File: config.mk
export PLATFORM = sky130hd
export DESIGN_NAME = bitwise_unit_seq
export DESIGN_NICKNAME = d
export VERILOG_FILES = /design/src/rtl/bitwise_unit_seq.sv
export SDC_FILE = /design/constraint.sdc
export NUM_CORES = 1
export LEC_CHECK = 0
export ABC_AREA = 1
export BUFFER_PORTS_ARGS = -buffer_cell sky130_fd_sc_hd__buf_2
export CAP_MARGIN = 20
export CORE_MARGIN = 1.5
export CORE_UTILIZATION = 60
export DETAILED_ROUTE_END_ITERATION = 10
export PLACE_DENSITY = 0.91
export SYNTH_ARGS = -nofsm -noshare
export SYNTH_HDL_FRONTEND = slang
export SYNTH_SLANG_ARGS = --single-unit
File: constraint.sdc
create_clock -name clk -period 3 [get_ports clk]
set_input_delay 0.3 -clock clk [delete_from_list [all_inputs] [get_ports clk]]
set_output_delay 0.3 -clock clk [all_outputs]
set_load 0.02 [all_outputs]
File: src/rtl/bitwise_unit_seq.sv
// Clocked bitwise unit: opcode-selected logic ops in one cycle; iterative shift/rotate, one bit per clock.
// Optional registered parity output when BITWISE_UNIT_PARITY_EN is defined.
module bitwise_unit_seq #(
  parameter int unsigned WIDTH = 8,
  parameter int unsigned SHW   = $clog2(WIDTH)
) (
  input  logic             clk,
  input  logic             reset,
  input  logic             start,
  input  logic [3:0]       op,
  input  logic [WIDTH-1:0] a,
  input  logic [WIDTH-1:0] b,
  input  logic [SHW-1:0]   shamt,
  output logic [WIDTH-1:0] x,
  output logic             busy,
  output logic             done,
`ifdef BITWISE_UNIT_PARITY_EN
  output logic             parity,
`endif
  output logic             zero
);

  typedef enum logic [0:0] {StIdle, StShift} state_e;

  state_e           state_q, state_d;
  logic [WIDTH-1:0] x_q, x_d;
  logic [SHW-1:0]   cnt_q, cnt_d;
  logic [1:0]       sop_q, sop_d;
  logic             done_q, done_d;
  logic [WIDTH-1:0] logic_res;
  logic [WIDTH-1:0] step_res;
  logic             is_shift;

  // Single-cycle result; shift ops land here only when shamt is zero.
  always_comb begin
    logic_res = '0;
    unique case (op)
      4'd0:  logic_res = a & b;
      4'd1:  logic_res = a | b;
      4'd2:  logic_res = a ^ b;
      4'd3:  logic_res = ~(a & b);
      4'd4:  logic_res = ~(a | b);
      4'd5:  logic_res = ~(a ^ b);
      4'd6:  logic_res = ~a;
      4'd7:  logic_res = b;
      4'd8, 4'd9, 4'd10, 4'd11: logic_res = a;
      default: logic_res = '0;
    endcase
  end

  always_comb begin
    step_res = x_q;
    unique case (sop_q)
      2'd0: step_res = {x_q[WIDTH-2:0], x_q[WIDTH-1]};
      2'd1: step_res = {x_q[0], x_q[WIDTH-1:1]};
      2'd2: step_res = {x_q[WIDTH-2:0], 1'b0};
      2'd3: step_res = {1'b0, x_q[WIDTH-1:1]};
      default: step_res = x_q;
    endcase
  end

  assign is_shift = (op[3:2] == 2'b10) && (shamt != '0);

  // State register
  always_ff @(posedge clk) begin
    if (reset) begin
      state_q <= StIdle;
      x_q     <= '0;
      cnt_q   <= '0;
      sop_q   <= '0;
      done_q  <= 1'b0;
    end else begin
      state_q <= state_d;
      x_q     <= x_d;
      cnt_q   <= cnt_d;
      sop_q   <= sop_d;
      done_q  <= done_d;
    end
  end

  // Next-state logic
  always_comb begin
    state_d = state_q;
    x_d     = x_q;
    cnt_d   = cnt_q;
    sop_d   = sop_q;
    done_d  = 1'b0;
    unique case (state_q)
      StIdle: begin
        if (start) begin
          if (is_shift) begin
            x_d     = a;
            cnt_d   = shamt;
            sop_d   = op[1:0];
            state_d = StShift;
          end else begin
            x_d    = logic_res;
            done_d = 1'b1;
          end
        end
      end
      StShift: begin
        x_d   = step_res;
        cnt_d = cnt_q - SHW'(1);
        if (cnt_q == SHW'(1)) begin
          done_d  = 1'b1;
          state_d = StIdle;
        end
      end
      default: state_d = StIdle;
    endcase
  end

  // Outputs
  always_comb begin
    x    = x_q;
    busy = (state_q == StShift);
    done = done_q;
    zero = (x_q == '0);
  end

`ifdef BITWISE_UNIT_PARITY_EN
  logic parity_q;

  always_ff @(posedge clk) begin
    if (reset) begin
      parity_q <= 1'b0;
    end else begin
      parity_q <= ^x_d;
    end
  end

  assign parity = parity_q;
`endif

endmodule
==> results of run 1 <==
-- synthesized netlist by cell type (all sizes together) --
cell    count
nand2      61
clkbuf      2
inv        56
dfxtp      15
o22ai       3
nand3      55
ha         18
a21oi      27
nand4       2
o21ai      20
nand3b      8
a31oi       1
nor2       44
buf        10
o211ai      1
-- per-stage QoR --
step,setup slack (ns),hold WS (ns),instances
6_report,1.34,0.285,386
5_1_grt,1.15,0.273,386
4_1_cts,1.39,0.281,386
3_5_place_dp,1.18,0.465,382
3_3_place_gp,1.25,0.490,382
2_1_floorplan,1.69,0.369,323
-- state kept, by name (all words and copies together), names as in the netlist --
signal	cells
done	1
x	8
cnt_q	3
sop_q	2
busy	1
-- cell type report --
cell class,count,area [sq um],share of cell area [%]
clock buffer,3,22.5,1.10
multi-input combinational,240,1270,62.2
clock inverter,1,5.00,0.244
tap,33,41.3,2.02
timing repair buffer,38,195,9.54
sequential,15,300,14.7
inverter,56,210,10.3
-- worst min-delay path: cells and delay by family --
kind | cells | cell delay [ns]
buffers and inverters | 1 | 0.09
AOI/OAI and AO/OA | 2 | 0.17
-- cells by family after synthesis --
logic type               Yosys count  synth area share [%]
flip-flops                        15                  16.2
AND/OR/NAND/NOR                  170                  41.9
buffers and inverters             68                  15.4
AO/OA/AOI/OAI                     52                  14.4
adder cells (fa/ha/maj)           18                  12.1
-- worst max-delay path by stage --
stage / start / end / slack (ns) / cells after the start
6_report: busy$_SDFF_PP0_ / x[2]$_SDFFE_PP0P_ / 1.34 / 5
5_1_grt: busy$_SDFF_PP0_ / x[2]$_SDFFE_PP0P_ / 1.15 / 5
4_1_cts: busy$_SDFF_PP0_ / x[4]$_SDFFE_PP0P_ / 1.39 / 5
3_5_place_dp: op[3] / x[2]$_SDFFE_PP0P_ / 1.18 / 7
3_3_place_gp: op[3] / x[2]$_SDFFE_PP0P_ / 1.25 / 7
2_1_floorplan: busy$_SDFF_PP0_ / x[1]$_SDFFE_PP0P_ / 1.69 / 5
-- routing by layer --
layer	vias to the layer above	track usage, %
met5	-	0
met4	0	10.1
met3	11	5.27
met2	95	48.3
met1	977	38.0
li1	1100	-
-- power groups by stage --
stage               registers [mW]  logic (mW)  clock network [mW]
finish                       0.225       0.227               0.124
global route                 0.226       0.253               0.130
CTS                          0.224       0.223               0.121
detailed placement           0.229       0.221                   0
global placement             0.228       0.216                   0
floorplan                    0.238       0.144                   0
==> metrics, run 1 <==
Cell Chain, Critical Path=nor2_2, nand2_1, a21oi_1, nand2_1, a21oi_1; Worst Clk Skew=0.00213 ns; DR DRC count=0; Ys Warns=0; final wirelength=between 4 and 5 mm; metal2 WL=2.29 mm; register area share after synthesis=between 10% and 20%; drt via density=~5.7; Detailed Route Iter0 Violations=204; htree depth=1; Synth-to-Final Area Change=10.1%; Clk network pwr share=21.5%; Starting Density=around three fifths; grt ovf=0; Yosys top cell by area=dfxtp_1; gr usage total=29.1%; setup TNS=0 ns; Syn Std Cell Area=1860 sq um; maxcap violations=0; Sw Ratio=40.9%; pin count of the biggest net entering global routing=31; synthesized area per cell=5.76 sq um; slowest stage delay, CP=0.57 ns; worst path bufs/invs=0; Distinct cells, synth=22; CP Max Fanout=8; r2r setup slk=about 1.3 ns; crit path kind=flip-flop to flip-flop; Rel. slew slack=45.8%; Tightest Pin Transition=0.810 ns; Fmax=604 MHz; fin. max-slew vios=0; Slowest-stage cell, CP=a21oi_1; WL per Instance=between 10 and 15 um; HP Class=input pin to flip-flop; Root Buffer=clkbuf_4; metal3 WL=356 um; CTS max path bufs=2; CP endpoint kind=flip-flop; drt first pass iters=4; Worst R2R End=x[2]$_SDFFE_PP0P_; Die Ht=58.7 um; uppermost routed layer=met4; reg2reg path depth=5; Net Sw Power=0.235 mW; # setup viols final=0; Die Width=around 59 um; total chip power=0.576 mW; vias=2,183; CP startpoint kind=flip-flop; worst path required time=between 3 and 4 ns; antenna-violating nets left=0; RSZ-0062 raised after global routing=false; Comb power frac=39.5%; Ports=37; dpl hpwl=3.53 mm; Fill cells=292; CTS tree=done; Synth Net Count=about 370; post_cts resized=0; core box area=3000 sq um; #FFs+latches synth=15; hold path startpoint=shamt[1]; final hold vios=0; Flop pwr share=39.0%; share of layout cells above drive strength 1=14.4%; Post-CTS Hold Fix Bufs=0; Leak=1.10 nW; Synth Instances=323; top area cells in the synthesized netlist=dfxtp_1 16%, nand3_1 15%, nand2_1 12%; Nets=slightly below 400; Internal=around 0.34 mW; delay-heaviest family, CP=compound AO/OA/AOI/OAI gates; ANT cells=0; crit path time final=roughly 1.7 ns; vias in the first global route=around 1,800; I/O Buffers=36; clk_lat worst skew=0.30 ns; Yosys top cell area share=16.2%; worst vdd ir=0.000265 V; Worst R2R Start=busy$_SDFF_PP0_; crit path DAT=roughly 1.9 ns; fin crit share=a little under three fifths; Clk pin slew, worst setup/hold paths=0.10 ns; PwrDens=roughly 280 nW/um^2; Cell Area, Placed=2020 sq um; number of clock sinks=15; share of the core filled with cells=between 60% and 70%; CTS Buf Count=3; commonest non-fill, non-tap cells in the layout=61 x nand2_1, 54 x nand3_1, 52 x inv_1; gpl congestion=0.906; Post-CTS Setup Bufs=0; most common cell after layout, fill and taps aside=nand2_1; outcome=completed; hold depth=3; Endpoint, Worst Hold=cnt_q[1]$_SDFFE_PP0P_; final instance area=2050 sq um; global-route wire length before repair=7.92 mm; M1 WL=2.17 mm; initial antenna violation count=0; Die Area=3440 sq um; # rows=20
No activity file was read; power rests on OpenSTA's default activity.
==> run 2: changes to the inputs <==
- CORE_UTILIZATION: 60 -> 50
- PLACE_DENSITY: 0.91 -> 0.81
- clock period: 3 -> 1.4 ns (I/O delays scaled with it)
==> run 2 against run 1 <==
- maximum frequency up 33%
- largest cell class unchanged
- worst setup slack worse by 1.2 ns
- clock power rose to 3.0 times the previous value
- combinational power up 130%
- register-to-register slack worse by 1.2 ns
- cell area up 8.1%
- critical path type unchanged
- non-clock buffer count up 11
- first-iteration DRC count up 4.4%
==> metrics, run 2 (synthesized netlist as in run 1, its figures left out) <==
Die Area=4090 sq um; drt first pass iters=4; clk_lat worst skew=roughly 0.25 ns; multi-input logic area=1270 sq um; slowest stage delay, CP=0.33 ns; Ports=37; CP Max Fanout=10; Cell Area, Placed=2150 sq um; Final WS setup=0.159 ns; Die Width=64.0 um; metal2 WL=2.30 mm; total chip power=1.38 mW; share of the core filled with cells=64.3%; vias in the first global route=around 1,900; Non-Filler Instances=about 400; Detailed Route Iter0 Violations=213; Cell Chain, Critical Path=inv_2, nand2_1, o21ai_0, nor2_1, a21oi_1; final instance area=2210 sq um; Die Ht=64.0 um; WL per Instance=between 10 and 15 um; CP endpoint kind=flip-flop; worst hold slack=0.186 ns; core box area=3440 sq um; share of layout cells above drive strength 1=17.5%; dpl hpwl=3.66 mm; worst vdd ir=0.000481 V; final wirelength=4.94 mm; CP startpoint kind=flip-flop; Fmax=806 MHz; antenna-violating nets left=0; Leak=1.17 nW; final hold vios=0; uppermost routed layer=met4; max FFs per register=8; most common cell after layout, fill and taps aside=nand2_1; CTS tree=done; M1 WL=2.25 mm; ANT cells=0; Nets=410; crit path kind=flip-flop to flip-flop; I/O Buffers=36; htree depth=1; setup TNS=0 ns; Starting Density=54.0%; vias=2,191; CTS Buf Count=3; Tightest Pin Transition=roughly 0.37 ns; Root Buffer=clkbuf_8; Sequential Area=302 sq um; worst path required time=1.58 ns; gpl congestion=0.972; crit path DAT=1.42 ns; fin crit share=88.7%; crit path time final=1.24 ns; global-route wire length before repair=around 8.4 mm; HP Class=input pin to flip-flop; CTS max path bufs=2; Fill cells=332; number of clock sinks=15; metal3 WL=318 um; pin count of the biggest net entering global routing=24; gr usage total=25.1%; Worst Clk Skew=between 0.003 and 0.004 ns; maxcap violations=0; placed cell count=405; outcome=completed; Setup WS pre-CTS=0.113 ns; drt via density=5.33; fin. max-slew vios=0; Synth-to-Final Area Change=19.0%; Rel. slew slack=around three quarters; Clk pin slew, worst setup/hold paths=around 0.070 ns; initial antenna violation count=0; RSZ-0062 raised after global routing=false; # rows=21; # setup viols final=0; Slowest-stage cell, CP=dfxtp_1; DR DRC count=0; grt ovf=0; commonest non-fill, non-tap cells in the layout=61 x nand2_1, 54 x nand3_1, 51 x inv_1; PwrDens=622 nW/um^2
[run 2: final cells by class]
class / instances / area share [%]
Inverter: 56 / 9.67
Clock buffer: 4 / 2.04
Sequential cell: 15 / 13.6
Timing Repair Buffer: 49 / 14.2
Tap cell: 46 / 2.60
Timing Repair inverter: 1 / 0.339
Multi-Input combinational cell: 240 / 57.5
[run 2: metal layers]
layer	vias up	GRT usage, %
met2	81	41.0
met1	973	34.2
met5	-	0
met4	0	5.16
li1	1127	-
met3	10	4.93
[run 2: path summary, 6_finish.rpt]
| check | slack, ns | from | cells after the start | to |
|---|---|---|---|---|
| worst min register to register | 0.46 | cnt_q[1]$_SDFFE_PP0P_ | 2 | cnt_q[1]$_SDFFE_PP0P_ |
| worst max register to register | 0.16 | busy$_SDFF_PP0_ | 5 | x[4]$_SDFFE_PP0P_ |
| worst min-delay path | 0.19 | shamt[1] | 3 | cnt_q[1]$_SDFFE_PP0P_ |
| worst max-delay path | 0.16 | busy$_SDFF_PP0_ | 5 | x[4]$_SDFFE_PP0P_ |
[run 2: critical path, delay by kind of cell, from the launching register on]
| family | cells | cell delay [ns] |
|---|---|---|
| and+or+nand+nor | 2 | 0.26 |
| buffers and inverters | 1 | 0.16 |
| DFF | 1 | 0.33 |
| AOI/OAI and AO/OA | 2 | 0.42 |
[run 2: power by group]
part	leakage [nW]	total [mW]	internal (mW)	switching, mW
clock	0.0228	0.369	0.202	0.167
sequential	0.123	0.481	0.458	0.0234
combinational	1.02	0.525	0.199	0.327
[run 2: repair_timing]
action                                  in CTS  in global routing
hold endpoints to repair                     0                  0
setup buffers                                0                  1
endpoints found under the setup margin       0                  1
resized for setup                            0                  3
hold buffers                                 0                  0
